**src/rtl/sram_pkg.sv**
```systemverilog
// Shared constants for clients of the 1R1W 32x1024 OpenRAM macro.
package sram_pkg;
  localparam int SRAM_DATA_WIDTH = 32;
  localparam int SRAM_ADDR_WIDTH = 10;
  localparam int SRAM_NUM_WMASKS = 4;
  localparam logic [SRAM_NUM_WMASKS-1:0] WMASK_ALL = 4'hF;
endpackage

```
**src/rtl/sram_fifo_outbuf.sv**
```systemverilog
// 2-entry register FIFO that catches macro read data; slot[0] is always the head.
module sram_fifo_outbuf #(
  parameter int DATA_WIDTH = 32
) (
  input  logic                  clk,
  input  logic                  nrst,
  input  logic                  flush,
  input  logic                  in_valid,
  input  logic [DATA_WIDTH-1:0] in_data,
  output logic                  out_valid,
  input  logic                  out_ready,
  output logic [DATA_WIDTH-1:0] out_data,
  output logic [1:0]            cnt
);
  logic [1:0][DATA_WIDTH-1:0] slot;
  logic                       out_fire;

  assign out_valid = (cnt != 2'd0);
  assign out_fire  = out_valid && out_ready;
  assign out_data  = slot[0];

  // Caller guarantees in_valid never arrives into a full buffer without a pop.
  always_ff @(posedge clk or negedge nrst) begin
    if (!nrst) begin
      cnt  <= 2'd0;
      slot <= '0;
    end else if (flush) begin
      cnt <= 2'd0;
    end else begin
      case ({in_valid, out_fire})
        2'b10: begin
          if (cnt == 2'd0) slot[0] <= in_data;
          else             slot[1] <= in_data;
          cnt <= cnt + 2'd1;
        end
        2'b01: begin
          slot[0] <= slot[1];
          cnt     <= cnt - 2'd1;
        end
        2'b11: begin
          if (cnt == 2'd1) begin
            slot[0] <= in_data;
          end else begin
            slot[0] <= slot[1];
            slot[1] <= in_data;
          end
        end
        default: ;
      endcase
    end
  end
endmodule

```
**src/rtl/sram_stream_fifo.sv**
```systemverilog
// Valid/ready stream FIFO backed by the 1R1W OpenRAM macro; a 2-entry output
// buffer absorbs the macro's 1-cycle, non-holding read latency.
module sram_stream_fifo
  import sram_pkg::*;
#(
  parameter int DATA_WIDTH = SRAM_DATA_WIDTH,
  parameter int ADDR_WIDTH = SRAM_ADDR_WIDTH,
  parameter int DEPTH      = 1 << ADDR_WIDTH
) (
  input  logic                       clk,
  input  logic                       nrst,
  input  logic                       flush,
  input  logic                       push_valid,
  output logic                       push_ready,
  input  logic [DATA_WIDTH-1:0]      push_data,
  output logic                       pop_valid,
  input  logic                       pop_ready,
  output logic [DATA_WIDTH-1:0]      pop_data,
  output logic [ADDR_WIDTH+1:0]      count,
  output logic                       sram_csb0,
  output logic [SRAM_NUM_WMASKS-1:0] sram_wmask0,
  output logic [ADDR_WIDTH-1:0]      sram_addr0,
  output logic [DATA_WIDTH-1:0]      sram_din0,
  output logic                       sram_csb1,
  output logic [ADDR_WIDTH-1:0]      sram_addr1,
  input  logic [DATA_WIDTH-1:0]      sram_dout1
);
  localparam logic [ADDR_WIDTH:0]   DEPTH_C  = (ADDR_WIDTH+1)'(DEPTH);
  localparam logic [ADDR_WIDTH-1:0] LAST_PTR = (ADDR_WIDTH)'(DEPTH - 1);

  logic [ADDR_WIDTH-1:0] wr_ptr, rd_ptr;
  logic [ADDR_WIDTH:0]   mem_cnt;
  logic                  rd_inflight;
  logic [1:0]            ob_cnt;
  logic                  push_fire, pop_fire, rd_issue;
  logic [2:0]            ob_claim;

  assign push_ready = (mem_cnt < DEPTH_C) && !flush;
  assign push_fire  = push_valid && push_ready;
  assign pop_fire   = pop_valid && pop_ready;

  // Buffer slots still spoken for after this cycle's pop; a new read may only
  // be issued if one slot stays free for it to land in.
  assign ob_claim = {1'b0, ob_cnt} + {2'b0, rd_inflight} - {2'b0, pop_fire};
  assign rd_issue = !flush && (mem_cnt != '0) && (ob_claim < 3'd2);

  assign sram_csb0   = !push_fire;
  assign sram_wmask0 = push_fire ? WMASK_ALL : '0;
  assign sram_addr0  = wr_ptr;
  assign sram_din0   = push_fire ? push_data : '0;
  assign sram_csb1   = !rd_issue;
  assign sram_addr1  = rd_ptr;

  assign count = (ADDR_WIDTH+2)'(mem_cnt) + (ADDR_WIDTH+2)'(rd_inflight)
               + (ADDR_WIDTH+2)'(ob_cnt);

  always_ff @(posedge clk or negedge nrst) begin
    if (!nrst) begin
      wr_ptr      <= '0;
      rd_ptr      <= '0;
      mem_cnt     <= '0;
      rd_inflight <= 1'b0;
    end else if (flush) begin
      wr_ptr      <= '0;
      rd_ptr      <= '0;
      mem_cnt     <= '0;
      rd_inflight <= 1'b0;
    end else begin
      if (push_fire) wr_ptr <= (wr_ptr == LAST_PTR) ? '0 : wr_ptr + 1'b1;
      if (rd_issue)  rd_ptr <= (rd_ptr == LAST_PTR) ? '0 : rd_ptr + 1'b1;
      rd_inflight <= rd_issue;
      mem_cnt     <= mem_cnt + (ADDR_WIDTH+1)'(push_fire) - (ADDR_WIDTH+1)'(rd_issue);
    end
  end

  // dout1 is only valid at the edge right after issue, so it is captured
  // unconditionally whenever a read is in flight.
  sram_fifo_outbuf #(.DATA_WIDTH(DATA_WIDTH)) u_outbuf (
    .clk       (clk),
    .nrst      (nrst),
    .flush     (flush),
    .in_valid  (rd_inflight),
    .in_data   (sram_dout1),
    .out_valid (pop_valid),
    .out_ready (pop_ready),
    .out_data  (pop_data),
    .cnt       (ob_cnt)
  );
endmodule

```
**config.mk**
```make
export PLATFORM = sky130hd
export DESIGN_NAME = sram_stream_fifo
export DESIGN_NICKNAME = d
export VERILOG_FILES = /design/src/rtl/sram_pkg.sv /design/src/rtl/sram_fifo_outbuf.sv /design/src/rtl/sram_stream_fifo.sv
export SDC_FILE = /design/constraint.sdc
export NUM_CORES = 1
export LEC_CHECK = 0
export ABC_AREA = 0
export BUFFER_PORTS_ARGS = -buffer_cell sky130_fd_sc_hd__buf_2
export CAP_MARGIN = 20
export CORE_ASPECT_RATIO = 0.7
export CORE_MARGIN = 4
export CORE_UTILIZATION = 50
export CTS_CLUSTER_DIAMETER = 120
export DETAILED_ROUTE_END_ITERATION = 12
export PLACE_DENSITY = 0.77
export SLEW_MARGIN = 20
export SYNTH_ARGS = -nofsm -noshare
export SYNTH_HDL_FRONTEND = slang
export SYNTH_SLANG_ARGS = --single-unit
```
**constraint.sdc**
```tcl
create_clock -name clk -period 5.3 [get_ports clk]
set_input_delay 0.795 -clock clk [delete_from_list [all_inputs] [get_ports clk]]
set_output_delay 0.795 -clock clk [all_outputs]
set_load 0.02 [all_outputs]
```
==> results of run 1 <==
[cells by family (layout without fill, tap and decap cells)]
family                   after synthesis  count (layout)
AND/OR/NAND/NOR                      172             172
flip-flops                            98              98
AO/OA/AOI/OAI                         80              80
XOR/XNOR                              21              21
buffers and inverters                 91             221
adder cells (fa/ha/maj)               32              32
multiplexers                          71              71
[per-stage QoR]
step           utilization [%]  power, mW  instances  setup slack (ns)
2_1_floorplan                -       2.76        565             0.962
3_3_place_gp              57.7       3.03        833             0.697
3_5_place_dp              57.7       3.11        833             0.465
4_1_cts                   60.2       3.73        848             0.455
5_1_grt                   60.2       4.00        848            0.0536
6_report                  60.2       3.69        848             0.430
[metal layers]
metal	vias to the layer above	global-route usage, %
met5	-	0
met4	0	4.57
met2	161	34.4
met1	2098	26.6
met3	10	4.37
li1	2142	-
[registers in the layout, indices dropped and copies added, names as in the netlist]
signal             count
u_outbuf.out_data     32
u_outbuf.slot         32
mem_cnt               11
sram_addr0            10
sram_addr1            10
u_outbuf.cnt           2
rd_inflight            1
[report_power, final]
part	internal, mW	switching [mW]	total (mW)	leakage (nW)
combinational	0.765	1.06	1.83	2.21
sequential	1.05	0.207	1.26	1.20
clock	0.322	0.287	0.608	0.126
[placed cells by master, fill, tap and decap left out, types with 19 or more instances in the layout]
master / instances
ha_1: 28
mux2i_1: 35
and3_1: 34
a21oi_1: 48
inv_1: 28
nand3_1: 19
nand2_1: 24
buf_2: 171
nor2_1: 64
dfrtp_1: 98
mux2_2: 36
[final timing paths]
kind / endpoint / slack (ns) / cells past startpoint
max: mem_cnt[8]$_DFF_PN0_ / 0.43 / 18
min: u_outbuf.out_data[9]$_DFFE_PN0P_ / 0.45 / 1
max reg2reg: mem_cnt[8]$_DFF_PN0_ / 0.43 / 18
min reg2reg: u_outbuf.slot[33]$_DFFE_PN0P_ / 0.50 / 1
max in group asynchronous: sram_addr0[5]$_DFFE_PN0P_ / 3.74 / 2
min in group clk: u_outbuf.slot[33]$_DFFE_PN0P_ / 0.50 / 1
[worst max-delay path, delay by kind of cell, from the launching register on]
family,cells,cell delay (ns)
adder cells (fa/ha/maj),5,1.41
AO/OA/AOI/OAI,3,1.01
AND/OR/NAND/NOR,4,0.74
flip-flops,1,0.54
XOR/XNOR,2,0.54
multiplexers,1,0.29
buffers and inverters,3,0.22
[layout make-up]
cell class / instances / share of cell area [%]
Sequential cell: 98 / 37.0
Timing Repair Buffer: 177 / 13.6
Clock inverter: 6 / 0.774
Clock buffer: 9 / 3.40
Multi-Input combinational cell: 376 / 40.7
Tap cell: 153 / 2.89
Inverter: 29 / 1.64
==> impl_metrics.py, run 1 <==
metrics = {
    "logic_synthesis": {
        "synth_compound_area_share_pct": 8.34,
        "synth_seq_cells": 98,
        "ys_seq_area_share_pct": 43.5,
        "synth.area.mux_share_pct": 13.4,
        "postSynthCellCount": 565,
        "syn-cell-area_um2": 5640,
        "yosys.area.top_type": "dfrtp_1",
        "synth_top_family_by_area": "simple AND/OR/NAND/NOR gates",
        "ys.flop_type": "dfrtp_1",
        "synth_nets": 666,
        "synthArstFlopShare_pct": 100,
        "synthAdderAreaFrac_pct": 7.63,
        "synth_xor_area_share_pct": 3.26,
        "yosys.area_share.simple_pct": 15.0,
        "synth.area.top_cells": "dfrtp_1 (43%), mux2_2 (7.2%), ha_1 (6.2%)",
        "synth_cell_types": 46,
        "syn_avg_cell_area_um2": 9.99,
        "synth_top_area_share_pct": 43.5,
        "synth_common_cells": "dfrtp_1 (98), nor2_1 (64), a21oi_1 (48)",
        "synth_warnings": 0,
        "synth_edf_count": 0,
        "synth.most_common_cell": "dfrtp_1",
    },
    "detailed_routing": {
        "wirelength_um": 13000,
        "highest_layer": "met4",
        "via_per_inst": 5.20,
        "first_pass_iters": 4,
        "ant_nets": 0,
        "wl_met1_um": 5600,
        "wl_met2_um": 6410,
        "drc": 0,
        "post_drt_wl_per_cell_um": 15.3,
        "num_vias": 4411,
        "wl_met3_um": 823,
        "drt_iter0_markers": 241,
    },
    "sta": {
        "max_freq_ghz": 0.205,
        "fin_worst_skew_ns": 0.00593,
        "hold_viol_final": 0,
        "grt_setup_unrepaired": "no",
        "maxSlewHeadroom_pct": 31.7,
        "worstMarginPinSlew_ns": 1.02,
        "finalCriticalPeriod_ns": 4.87,
        "finalCritPeriodShare_pct": 91.9,
        "timing.setup.tns_ns": 0,
        "slew_viol_final": 0,
        "setup_viol": 0,
        "hold_ws_ns": 0.449,
    },
    "grt": {
        "grtUsageTotal_pct": 20.2,
        "grt_max_degree": 65,
        "grt_pass1_wl_um": 21900,
        "grt_pass1_vias": 4549,
        "grt_remaining_overflow": 0,
        "grt_antenna_before_repair": 0,
    },
    "floorplanning": {
        "io_pins": 173,
        "die_width_um": 135,
        "die_h_um": 96.9,
        "die-area_um2": 13100,
        "core_um2": 11000,
        "initial_core_util_pct": 51.2,
        "rows": 32,
    },
    "cells_and_area": {
        "final_nets": 792,
        "num_antenna_cells": 0,
        "fillers": 932,
        "area_growth_syn_to_layout_pct": 17.5,
        "drive_above_1_share_pct": 34.2,
        "final-seq-area_um2": 2450,
        "design_area_um2": 6630,
        "multi_input_area_um2": 2700,
    },
    "cts": {
        "cts_hold_buffers": 0,
        "path_clk_slew_ns": 0.07,
        "insertion_delay_ns": 0.33,
        "cts_tree": "yes",
        "cts_resized": 0,
        "cts_buffer_depth": 2,
        "cts_setup_buffers": 0,
        "clock-sinks": 98,
        "clock-root-buffer": "clkbuf_16",
        "cts_made_buffers": 9,
        "h-tree-depth": 3,
    },
    "worst_setup_path": {
        "cp-start-kind": "register",
        "cp_data_arrival_time_ns": 5.09,
        "crit_chain": "inv_1, ha_1, nand2b_1, xnor2_1, nand2_1, fa_1, xnor2_1, o2111a_2, ha_1, inv_1, ha_1, inv_1, fa_1, and2b_1, nor3_1, o31ai_1, a211oi_1, mux2_2",
        "slowest_stage": "dfrtp_1",
        "required_ns": 5.52,
        "crit_type": "reg2reg",
        "worstSetupEndpointType": "register",
        "critPathMaxFanout": 16,
        "timing.rr.start": "u_outbuf.cnt[1]$_DFFE_PN0P_",
        "slowest_delay_ns": 0.54,
        "startpoint": "u_outbuf.cnt[1]$_DFFE_PN0P_",
    },
    "pwr": {
        "power.density_nw_per_um2": 557,
        "peakVddDrop_mv": 0.237,
        "power.leakage_nw": 3.54,
    },
    "placement": {
        "place_area_um2": 6350,
        "place_congestion": 0.876,
        "dpl.hpwl_um": 9730,
        "io_buffers": 172,
    },
    "worst_hold_path": {
        "hp-class": "in2async",
    },
    "flow_run": {
        "max_cap_viol_count": 0,
    },
    "run_status": {
        "status": "completed",
    },
}
(Power assumes the default switching activity.)
==> run 2: changes to the inputs <==
--- a/config.mk
+++ b/config.mk
@@ -14,6 +14,7 @@
 export CTS_CLUSTER_DIAMETER = 120
 export DETAILED_ROUTE_END_ITERATION = 12
 export PLACE_DENSITY = 0.77
+export REMOVE_ABC_BUFFERS = 1
 export SLEW_MARGIN = 20
 export SYNTH_ARGS = -nofsm -noshare
 export SYNTH_HDL_FRONTEND = slang
==> impl_metrics.py, run 2 (same netlist as run 1, synthesis figures left out) <==
metrics = {
    "run_status": {
        "status": "completed",
    },
    "cells_and_area": {
        "final_cell_mix": "buf_2 (171), dfrtp_1 (98), nor2_1 (64)",
        "area_growth_syn_to_layout_pct": 18.1,
        "fillers": 932,
        "final_nets": 794,
        "mostFrequentLayoutCell": "buf_2",
        "design_area_um2": 6660,
        "drive_above_1_share_pct": 34.5,
        "num_antenna_cells": 0,
    },
    "worst_setup_path": {
        "cp-start-kind": "register",
        "reg2reg_depth": 18,
        "cp_data_arrival_time_ns": 4.96,
        "worstSetupEndpointType": "register",
        "required_ns": 5.52,
        "timing.rr.start": "u_outbuf.cnt[1]$_DFFE_PN0P_",
        "critPathMaxFanout": 7,
        "rrSetupSlack_ns": 0.57,
        "timing.rr.end": "mem_cnt[8]$_DFF_PN0_",
        "slowest_delay_ns": 0.53,
        "crit_chain": "inv_1, ha_1, nand2b_1, xnor2_1, nand2_1, fa_1, xnor2_1, o2111a_2, ha_1, inv_1, ha_1, inv_1, fa_1, and2b_1, nor3_1, o31ai_1, a211oi_1, mux2_2",
        "slowest_stage": "dfrtp_1",
        "crit_type": "reg2reg",
    },
    "placement": {
        "place_area_um2": 6370,
        "place_congestion": 0.860,
        "dpl.hpwl_um": 9860,
        "io_buffers": 172,
    },
    "grt": {
        "grt_antenna_before_repair": 0,
        "grt_pass1_vias": 4482,
        "grt_pass1_wl_um": 21900,
        "grt_remaining_overflow": 0,
        "grtUsageTotal_pct": 20.3,
        "grt_max_degree": 65,
    },
    "sta": {
        "timing.setup.tns_ns": 0,
        "worstMarginPinSlew_ns": 1.00,
        "grt_setup_unrepaired": "no",
        "setup_viol": 0,
        "finalCriticalPeriod_ns": 4.73,
        "maxSlewHeadroom_pct": 33.1,
        "slew_viol_final": 0,
        "hold_viol_final": 0,
        "fin_worst_skew_ns": 0.00614,
        "max_freq_ghz": 0.211,
        "finalCritPeriodShare_pct": 89.3,
    },
    "detailed_routing": {
        "num_vias": 4423,
        "drc": 0,
        "first_pass_iters": 4,
        "via_per_inst": 5.20,
        "post_drt_wl_per_cell_um": 15.5,
        "wirelength_um": 13200,
        "ant_nets": 0,
        "drt_iter0_markers": 166,
    },
    "pwr": {
        "power.leakage_nw": 3.57,
        "power.density_nw_per_um2": 563,
        "peakVddDrop_mv": 0.266,
    },
    "cts": {
        "clock-sinks": 98,
        "clock-root-buffer": "clkbuf_16",
        "cts_tree": "yes",
        "cts_buffer_depth": 2,
        "path_clk_slew_ns": 0.07,
        "cts_hold_buffers": 0,
        "insertion_delay_ns": 0.34,
        "cts_resized": 0,
        "cts_made_buffers": 9,
        "h-tree-depth": 3,
        "cts_setup_buffers": 0,
    },
    "floorplanning": {
        "core_um2": 11000,
        "die-area_um2": 13100,
        "io_pins": 173,
        "initial_core_util_pct": 51.2,
        "die_width_um": 135,
        "rows": 32,
        "die_h_um": 96.9,
    },
    "worst_hold_path": {
        "hp-class": "in2async",
    },
    "flow_run": {
        "max_cap_viol_count": 0,
    },
}
-- run 2: cell types whose count changed in the layout (fill, tap and decap cells not counted), sizes merged --
cell,previous run,this run
buf,177,179
clkinv,1,0
clkbuf,9,10
clkinvlp,3,2
inv,31,33
-- run 2: report_power, final --
part | switching, mW | total, mW | internal (mW)
clock | 0.303 | 0.646 | 0.343
combinational | 1.07 | 1.85 | 0.772
sequential | 0.212 | 1.26 | 1.05
-- run 2: how the worst max path moves through the flow --
stage                                            from               endpoint  slack (ns)  cells past startpoint
final                     u_outbuf.cnt[1]$_DFFE_PN0P_   mem_cnt[8]$_DFF_PN0_        0.57                     18
after global routing      u_outbuf.cnt[1]$_DFFE_PN0P_   mem_cnt[8]$_DFF_PN0_        0.21                     18
after CTS                 u_outbuf.cnt[1]$_DFFE_PN0P_   mem_cnt[8]$_DFF_PN0_        0.59                     18
after detailed placement  u_outbuf.cnt[1]$_DFFE_PN0P_   mem_cnt[8]$_DFF_PN0_        0.60                     18
after global placement                      pop_ready  mem_cnt[10]$_DFF_PN0_        0.87                     17
after floorplan                            push_valid  mem_cnt[10]$_DFF_PN0_        1.03                     12
-- run 2: final cells by class --
| class | count | area [µm²] | share of cell area [%] |
|---|---|---|---|
| well taps | 153 | 191 | 2.87 |
| flip-flops and latches | 98 | 2450 | 36.8 |
| multi-input cells | 376 | 2700 | 40.5 |
| inverters | 29 | 109 | 1.63 |
| clock buffers | 10 | 239 | 3.59 |
| repair buffers | 179 | 916 | 13.7 |
| clock inverters | 6 | 57.6 | 0.864 |
-- run 2: stage by stage --
stage          std cells  utilization [%]  hold WS [ns]  power (mW)  worst slack, ns
3_3_place_gp         835             57.8         0.480        3.03            0.872
2_1_floorplan        503                -         0.479        2.56             1.03
6_report             851             60.5         0.388        3.75            0.568
3_5_place_dp         835             57.8         0.493        3.13            0.597
4_1_cts              851             60.5         0.394        3.79            0.587
5_1_grt              851             60.5         0.409        4.04            0.206
-- run 2: worst max-delay path, delay by kind of cell (launching register included) --
kind,cells,cell delay (ns)
adder cells (fa/ha/maj),5,1.35
AO/OA/AOI/OAI,3,0.94
AND/OR/NAND/NOR,4,0.72
flip-flops,1,0.53
XOR/XNOR,2,0.53
multiplexers,1,0.31
buffers and inverters,3,0.23
-- run 2: layer usage --
layer | vias up | global-route usage [%] | part of all wire [%]
met5 | - | 0 | 0
met4 | 0 | 4.96 | 1.3
met1 | 2136 | 26.4 | 43
met2 | 127 | 34.8 | 50
met3 | 16 | 4.21 | 5.6
li1 | 2144 | - | -
